$ cat config.mk
export PLATFORM = sky130hd
export DESIGN_NAME = shift_frame_driver
export DESIGN_NICKNAME = d
export VERILOG_FILES = /design/src/rtl/shift_frame_driver.sv
export SDC_FILE = /design/constraint.sdc
export NUM_CORES = 1
export LEC_CHECK = 0
export CORE_MARGIN = 1
export CORE_UTILIZATION = 30
export DETAILED_ROUTE_END_ITERATION = 8
export SLEW_MARGIN = 10
export SYNTH_ARGS = -nofsm -noshare
export SYNTH_HDL_FRONTEND = slang
export SYNTH_SLANG_ARGS = --single-unit
$ cat constraint.sdc
create_clock -name clk -period 2.3 [get_ports clk]
set_clock_uncertainty 0.2 [all_clocks]
set_input_delay 0.46 -clock clk [delete_from_list [all_inputs] [get_ports clk]]
set_output_delay 0.46 -clock clk [all_outputs]
set_load 0.005 [all_outputs]
$ cat src/rtl/shift_frame_driver.sv
// shift_frame_driver: serialises a WIDTH-bit word MSB- or LSB-first into a
// downstream bidirectional shift register, then idles for GAP cycles.
module shift_frame_driver #(
   parameter int WIDTH = 4,
   parameter int GAP   = 1
) (
   input  logic             clk,
   input  logic             rst,
   input  logic             in_valid,
   input  logic [WIDTH-1:0] in_data,
   input  logic             in_msb_first,
   output logic             in_ready,
   output logic             serial_out,
   output logic             shift_left_out,
   output logic             shift_en,
   output logic             frame_done,
   output logic             busy,
   output logic [7:0]       frame_count
);

   localparam int IDX_W = $clog2(WIDTH);
   localparam int GAP_W = 4;

   typedef enum logic [1:0] {
      S_IDLE,
      S_SHIFT,
      S_DONE,
      S_GAP
   } state_t;

   state_t           r_state;
   logic [IDX_W-1:0] r_idx;
   logic [GAP_W-1:0] r_gap_cnt;
   logic [WIDTH-1:0] r_shreg;
   logic             r_ready;
   logic             r_serial;
   logic             r_left;
   logic             r_shift_en;
   logic             r_done;
   logic             r_busy;
   logic [7:0]       r_count;

   logic             w_accept;
   logic [WIDTH-1:0] w_shreg_next;
   logic             w_last_bit;
   logic             w_gap_end;

   // The bit leaving the word next sits at the end facing the shift direction.
   function automatic logic lead_bit(input logic [WIDTH-1:0] word, input logic msb_first);
      lead_bit = msb_first ? word[WIDTH-1] : word[0];
   endfunction

   assign w_accept     = (r_state == S_IDLE) && r_ready && in_valid;
   assign w_shreg_next = r_left ? (r_shreg << 1) : (r_shreg >> 1);
   assign w_last_bit   = (r_idx == IDX_W'(WIDTH - 1));
   assign w_gap_end    = (r_gap_cnt == GAP_W'(GAP - 1));

   // Word store: loaded on accept, consumed one bit per SHIFT cycle.
   always_ff @(posedge clk) begin
      if (w_accept) begin
         r_shreg <= in_data;
      end else if (r_state == S_SHIFT) begin
         r_shreg <= w_shreg_next;
      end
   end

   always_ff @(posedge clk or posedge rst) begin
      if (rst) begin
         r_state    <= S_IDLE;
         r_idx      <= '0;
         r_gap_cnt  <= '0;
         r_ready    <= 1'b0;
         r_serial   <= 1'b0;
         r_left     <= 1'b0;
         r_shift_en <= 1'b0;
         r_done     <= 1'b0;
         r_busy     <= 1'b0;
         r_count    <= 8'd0;
      end else begin
         case (r_state)
            S_IDLE: begin
               if (w_accept) begin
                  r_state    <= S_SHIFT;
                  r_idx      <= '0;
                  r_ready    <= 1'b0;
                  r_busy     <= 1'b1;
                  r_shift_en <= 1'b1;
                  r_left     <= in_msb_first;
                  r_serial   <= lead_bit(in_data, in_msb_first);
               end else begin
                  // Readiness comes one edge after reset release.
                  r_ready <= 1'b1;
               end
            end
            S_SHIFT: begin
               if (w_last_bit) begin
                  r_state    <= S_DONE;
                  r_shift_en <= 1'b0;
                  r_serial   <= 1'b0;
                  r_done     <= 1'b1;
                  r_count    <= r_count + 8'd1;
               end else begin
                  r_idx    <= r_idx + IDX_W'(1);
                  r_serial <= lead_bit(w_shreg_next, r_left);
               end
            end
            S_DONE: begin
               r_done <= 1'b0;
               if (GAP == 0) begin
                  r_state <= S_IDLE;
                  r_busy  <= 1'b0;
                  r_ready <= 1'b1;
               end else begin
                  r_state   <= S_GAP;
                  r_gap_cnt <= '0;
               end
            end
            S_GAP: begin
               if (w_gap_end) begin
                  r_state <= S_IDLE;
                  r_busy  <= 1'b0;
                  r_ready <= 1'b1;
               end else begin
                  r_gap_cnt <= r_gap_cnt + GAP_W'(1);
               end
            end
            default: r_state <= S_IDLE;
         endcase
      end
   end

   assign in_ready       = r_ready;
   assign serial_out     = r_serial;
   assign shift_left_out = r_left;
   assign shift_en       = r_shift_en;
   assign frame_done     = r_done;
   assign busy           = r_busy;
   assign frame_count    = r_count;

endmodule
Word level (Yosys, flattened, before mapping):

Index checks and enable logic that the tools add are counted.

* bitwise logic cells: 0
* div/mod/pow operators: 0
* shift-type cells: 0
* magnitude comparators: 0
* muxes and demuxes: 27
* $mul: 0
* reductions and logical operators: 19
* $add $sub $neg: 3
* eq/ne operators: 9

Operators by type and width (count)
* two-way mux 4 bit: 4
* AND reduction 2 bit: 6
* AND reduction 3 bit: 4
* two-way mux 1 bit: 10
* two-way mux 2 bit: 5
* inequality test 2 bit, second input constant: 5
* one-hot mux 1 bit (2 select lines): 5
* nonzero test 2 bit: 5
* adder 8 x 1 -> 8 bit, second input constant: 1
* one-hot mux 2 bit (4 select lines): 1
* one-hot mux 4 bit (2 select lines): 1
* equality test 2 bit, second input constant: 3
* adder 4 x 1 -> 4 bit, second input constant: 1
* logical NOT 4 bit: 1
* one-hot mux 2 bit (2 select lines): 1
* adder 2 x 1 -> 2 bit, second input constant: 1
* equality test 2 x 1 -> 1 bit, second input constant: 1
* logical AND 1 bit: 2
* logical NOT 2 bit: 1

* latch bits: 0
* output and inout bits: 14
* bits of input ports: 8
* bits in writable memories: 0
* memories: 0
* memory bits (read-only): 0
* logic and storage cells: 69
* register bits after elaboration: 26

Longest topological paths before layout:

* depth after elaboration: 5
* mapped depth: 7
* gate-level depth less buffers: 5

Worst setup path before layout:

OpenSTA, ideal clock, no wires.

* path type: register to register
* start: register r_gap_cnt[0]
* end: register r_state[1]
* stages on the path, launching flop included: 6
* clock period less this slack: 1.866 ns
* slack: 0.434 ns
* setup time: 0.128 ns
* data required time: 1.972 ns
* arrival: 1.539 ns
* buffers on the path: 0
* path through: dfrtp_1 -> inv_1 -> ha_1 -> or3b_4 -> a211oi_2 -> mux2_1

* cells in the longest elaborated chain, start to end: 3

RTL lines
* from (decl): RTL line 33 `logic [GAP_W-1:0] r_gap_cnt;`
* from (signal assigned): RTL line 124 `r_gap_cnt <= r_gap_cnt + GAP_W'(1);`
* logical NOT 4 bit: RTL line 56 `assign w_gap_end = (r_gap_cnt == GAP_W'(GAP - 1));`
* inequality test 2 bit (no line)
* AND reduction 3 bit (no line)
* to (signal assigned): RTL line 69 `r_state <= S_IDLE;`
* to (signal assigned): RTL line 83 `r_state <= S_SHIFT;`
* to (signal assigned): RTL line 97 `r_state <= S_DONE;`
* to (decl): RTL line 31 `state_t r_state;`

No other way between the ends.
A chain may end at the register's enable or synchronous reset.

Worst setup path in the final report:

Same ends and word-level chain as after synthesis.

==> Implementation_results.wiki <==
{| class="wikitable"
! Metric !! Value
|-
| Run status || completed
|-
| Worst IR Drop VDD || 0.000698 V
|-
| CTS tree || done
|-
| Type of destination of the critical path || register
|-
| Crit Path Category || register to register
|-
| HPWL after detailed placement || 1.92 mm
|-
| Largest net degree at the start of global routing || 23
|-
| RD Place Congestion || 0.755
|-
| Highest achievable clock rate || 0.502 GHz
|-
| Total cell area at the placement stage || 1600 µm²
|-
| Post-detailed-route count of antenna-violating nets || 0
|-
| Dominant cell by count in the synthesized netlist || sky130_fd_sc_hd__dfrtp_1
|-
| Post-cts resize count || 0
|-
| Buffer count from post-CTS setup fixing || 0
|-
| Number of buffers created by CTS || 3
|-
| Sequential element share of the synthesized area || 50.1%
|-
| Worst-Skew Late Latency || 0.27 ns
|-
| Leakage || 0.738 nW
|-
| Number of flops mapped to enable cells by yosys || 4
|-
| Area fraction of the dominant cell type after synthesis || 41.1%
|-
| Cells after synthesis || 123
|-
| Total track usage || 12.7%
|-
| Area growth from synthesis to layout || 24.9%
|-
| Antenna Cells || 0
|-
| Largest area contributor in the netlist || sky130_fd_sc_hd__dfrtp_1
|-
| Largest driver fanout on the critical path || 5
|-
| Io pins || 22
|-
| Wire length after detailed routing || 2.56 mm
|-
| Share of the clock period used by the worst path after layout || 86.6%
|-
| Post-synthesis sequential element count || 26
|-
| Net count reported at finish || 162
|-
| Vertical die dimension || 68.8 µm
|-
| Unrepaired setup endpoints after global routing || no
|-
| Number of vias in the routed layout || 945
|-
| Starting DRC count in detailed routing || 44
|-
| Count of fill cells added during filler insertion || 422
|-
| Netlist cell types || 34
|-
| Commonest cells post-synth || sky130_fd_sc_hd__dfrtp_1 (22), sky130_fd_sc_hd__nand2_1 (14), sky130_fd_sc_hd__inv_1 (9), sky130_fd_sc_hd__o21ai_0 (9), sky130_fd_sc_hd__ha_1 (8)
|-
| Slew headroom || 70.4%
|-
| Share of final-layout standard cells stronger than drive strength 1 || 9.66%
|-
| Final period demand of the worst path || 1.99 ns
|-
| Routed WL per cell || 13.1 µm
|-
| Floorplan die area || 4730 µm²
|-
| Total power divided by cell area || 1120 nW/µm²
|-
| Required time at the endpoint of the critical path || 2.25 ns
|-
| Post-route standard cell area excluding fillers || 1670 µm²
|-
| Final count of negative-setup-slack endpoints || 0
|-
| Width of the die || 68.8 µm
|-
| DR vias/cell || 4.85
|-
| Sink count of the clock tree || 26
|-
| Clock Tree Buf Depth || 2
|-
| CTS hold repair buffers || 0
|-
| Pin slew with the least headroom to its limit || 0.444 ns
|-
| Pre-Repair DR Iteration Count || 4
|-
| Post-synth design cell area || 1340 µm²
|-
| Mapped Avg Cell Area || 10.9 µm²
|-
| Fraction of registers with async set/reset || 84.6%
|-
| Std-Cell Core Area || 4140 µm²
|-
| Design Power || 1.87 mW
|-
| H-Tree Depth || 1
|-
| Number of synthesis warnings || 0
|-
| GR Overflow Total || 0
|-
| Number of placement rows || 23
|-
| Residual DRC || 0
|-
| Most common flop cell mapped by yosys || sky130_fd_sc_hd__dfrtp_1
|-
| Count of buffers from port buffering || 21
|-
| Vias in the first global route || 1016
|-
| Cell at the root of the clock tree || sky130_fd_sc_hd__clkbuf_8
|-
| Post-route setup TNS || 0 ns
|-
| Reg clk slew, reported paths || 0.09 ns
|-
| Max cap viols || 0
|-
| Kind of start point of the critical path || register
|-
| Number of max-slew violations in the final report || 0
|-
| Worst EP arrival || 1.94 ns
|-
| Main area contributors after synthesis || sky130_fd_sc_hd__dfrtp_1 (41%), sky130_fd_sc_hd__edfxtp_1 (9.0%), sky130_fd_sc_hd__ha_1 (7.5%)
|-
| Wire length of the first global-routing pass || 4.47 mm
|-
| Syn nets || 139
|-
| Antenna violations before repair || 0
|-
| Hold/Removal Path Class || register to register
|-
| Initial Utilization || 32.3%
|-
| Number of failing hold endpoints at the final stage || 0
|}
-- path summary, 6_finish.rpt --
check / start / end / slack, ns / cells after the start
min: frame_count[7] / frame_count[7] / 0.29 / 1
min in group asynchronous: rst / frame_count[3] / 0.32 / 3
min reg2reg: frame_count[7] / frame_count[7] / 0.29 / 1
max: r_gap_cnt[0] / r_state[1] / 0.31 / 5
max in group asynchronous: rst / in_ready / 1.35 / 3
max reg2reg: r_gap_cnt[0] / r_state[1] / 0.31 / 5
-- cell type report --
type	instances	area, µm²	area share [%]
repair buffers	22	218	13.0
flip-flops and latches	26	671	40.1
well taps	50	62.6	3.74
clock buffers	3	41.3	2.47
inverters	9	33.8	2.02
clock inverters	1	30.0	1.80
multi-input cells	84	616	36.8
-- layout by cell type, fill, tap and decap left out, drive strengths merged, types with 2 or more instances in the layout --
cell type,instances
a21oi,2
a22o,2
and3,3
clkbuf,3
clkdlybuf4s50,21
dfrtp,22
edfxtp,4
ha,8
inv,9
mux2,4
mux2i,7
nand2,14
nand2b,3
nand3,2
nand4,4
nor2,3
nor3,2
o21ai,9
or2,2
xnor2,5
xor2,2
-- metal layers --
metal	GRT usage [%]	wire [µm]	up-vias
li1	-	-	467
met1	15.4	1170	466
met2	22.3	1290	10
met3	3.13	84	2
met4	3.32	19	0
met5	0	0	-
-- power breakdown --
| part | switching [mW] | leakage (nW) | internal, mW | total, mW |
|---|---|---|---|---|
| Clock | 0.143 | 0.0357 | 0.233 | 0.376 |
| Sequential | 0.121 | 0.323 | 0.638 | 0.759 |
| Combinational | 0.343 | 0.379 | 0.396 | 0.739 |
-- flip-flops by register name, indices dropped and copies added, names as in the netlist --
register / cells
busy: 1
frame_count: 8
frame_done: 1
in_ready: 1
r_gap_cnt: 4
r_idx: 2
r_shreg: 4
r_state: 2
serial_out: 1
shift_en: 1
shift_left_out: 1
-- metrics by stage --
step	instances	utilization (%)	worst slack (ns)	hold slack (ns)
5_1_grt	195	40.3	0.217	0.298
3_5_place_dp	191	38.6	0.162	0.278
3_3_place_gp	191	38.6	0.199	0.257
6_report	195	40.3	0.308	0.285
4_1_cts	195	40.3	0.297	0.293
2_1_floorplan	123	-	0.434	0.249
-- critical path, stage by stage (launching register included) --
cell,delay [ns]
sky130_fd_sc_hd__dfrtp_1,0.43
sky130_fd_sc_hd__inv_1,0.08
sky130_fd_sc_hd__ha_1,0.13
sky130_fd_sc_hd__or3b_4,0.40
sky130_fd_sc_hd__a211oi_2,0.29
sky130_fd_sc_hd__mux2_1,0.35
-- cell families after synthesis --
logic type      after synthesis  share of synthesized area (%)
xor+xnor                      7                           4.58
compound gates               21                           11.0
fa+ha+maj                     8                           7.48
mux                          11                           8.60
buf+inv                      13                           3.92
flops                        26                           50.1
simple gates                 37                           14.3
Note: power is estimated with default switching activity, not from simulation.
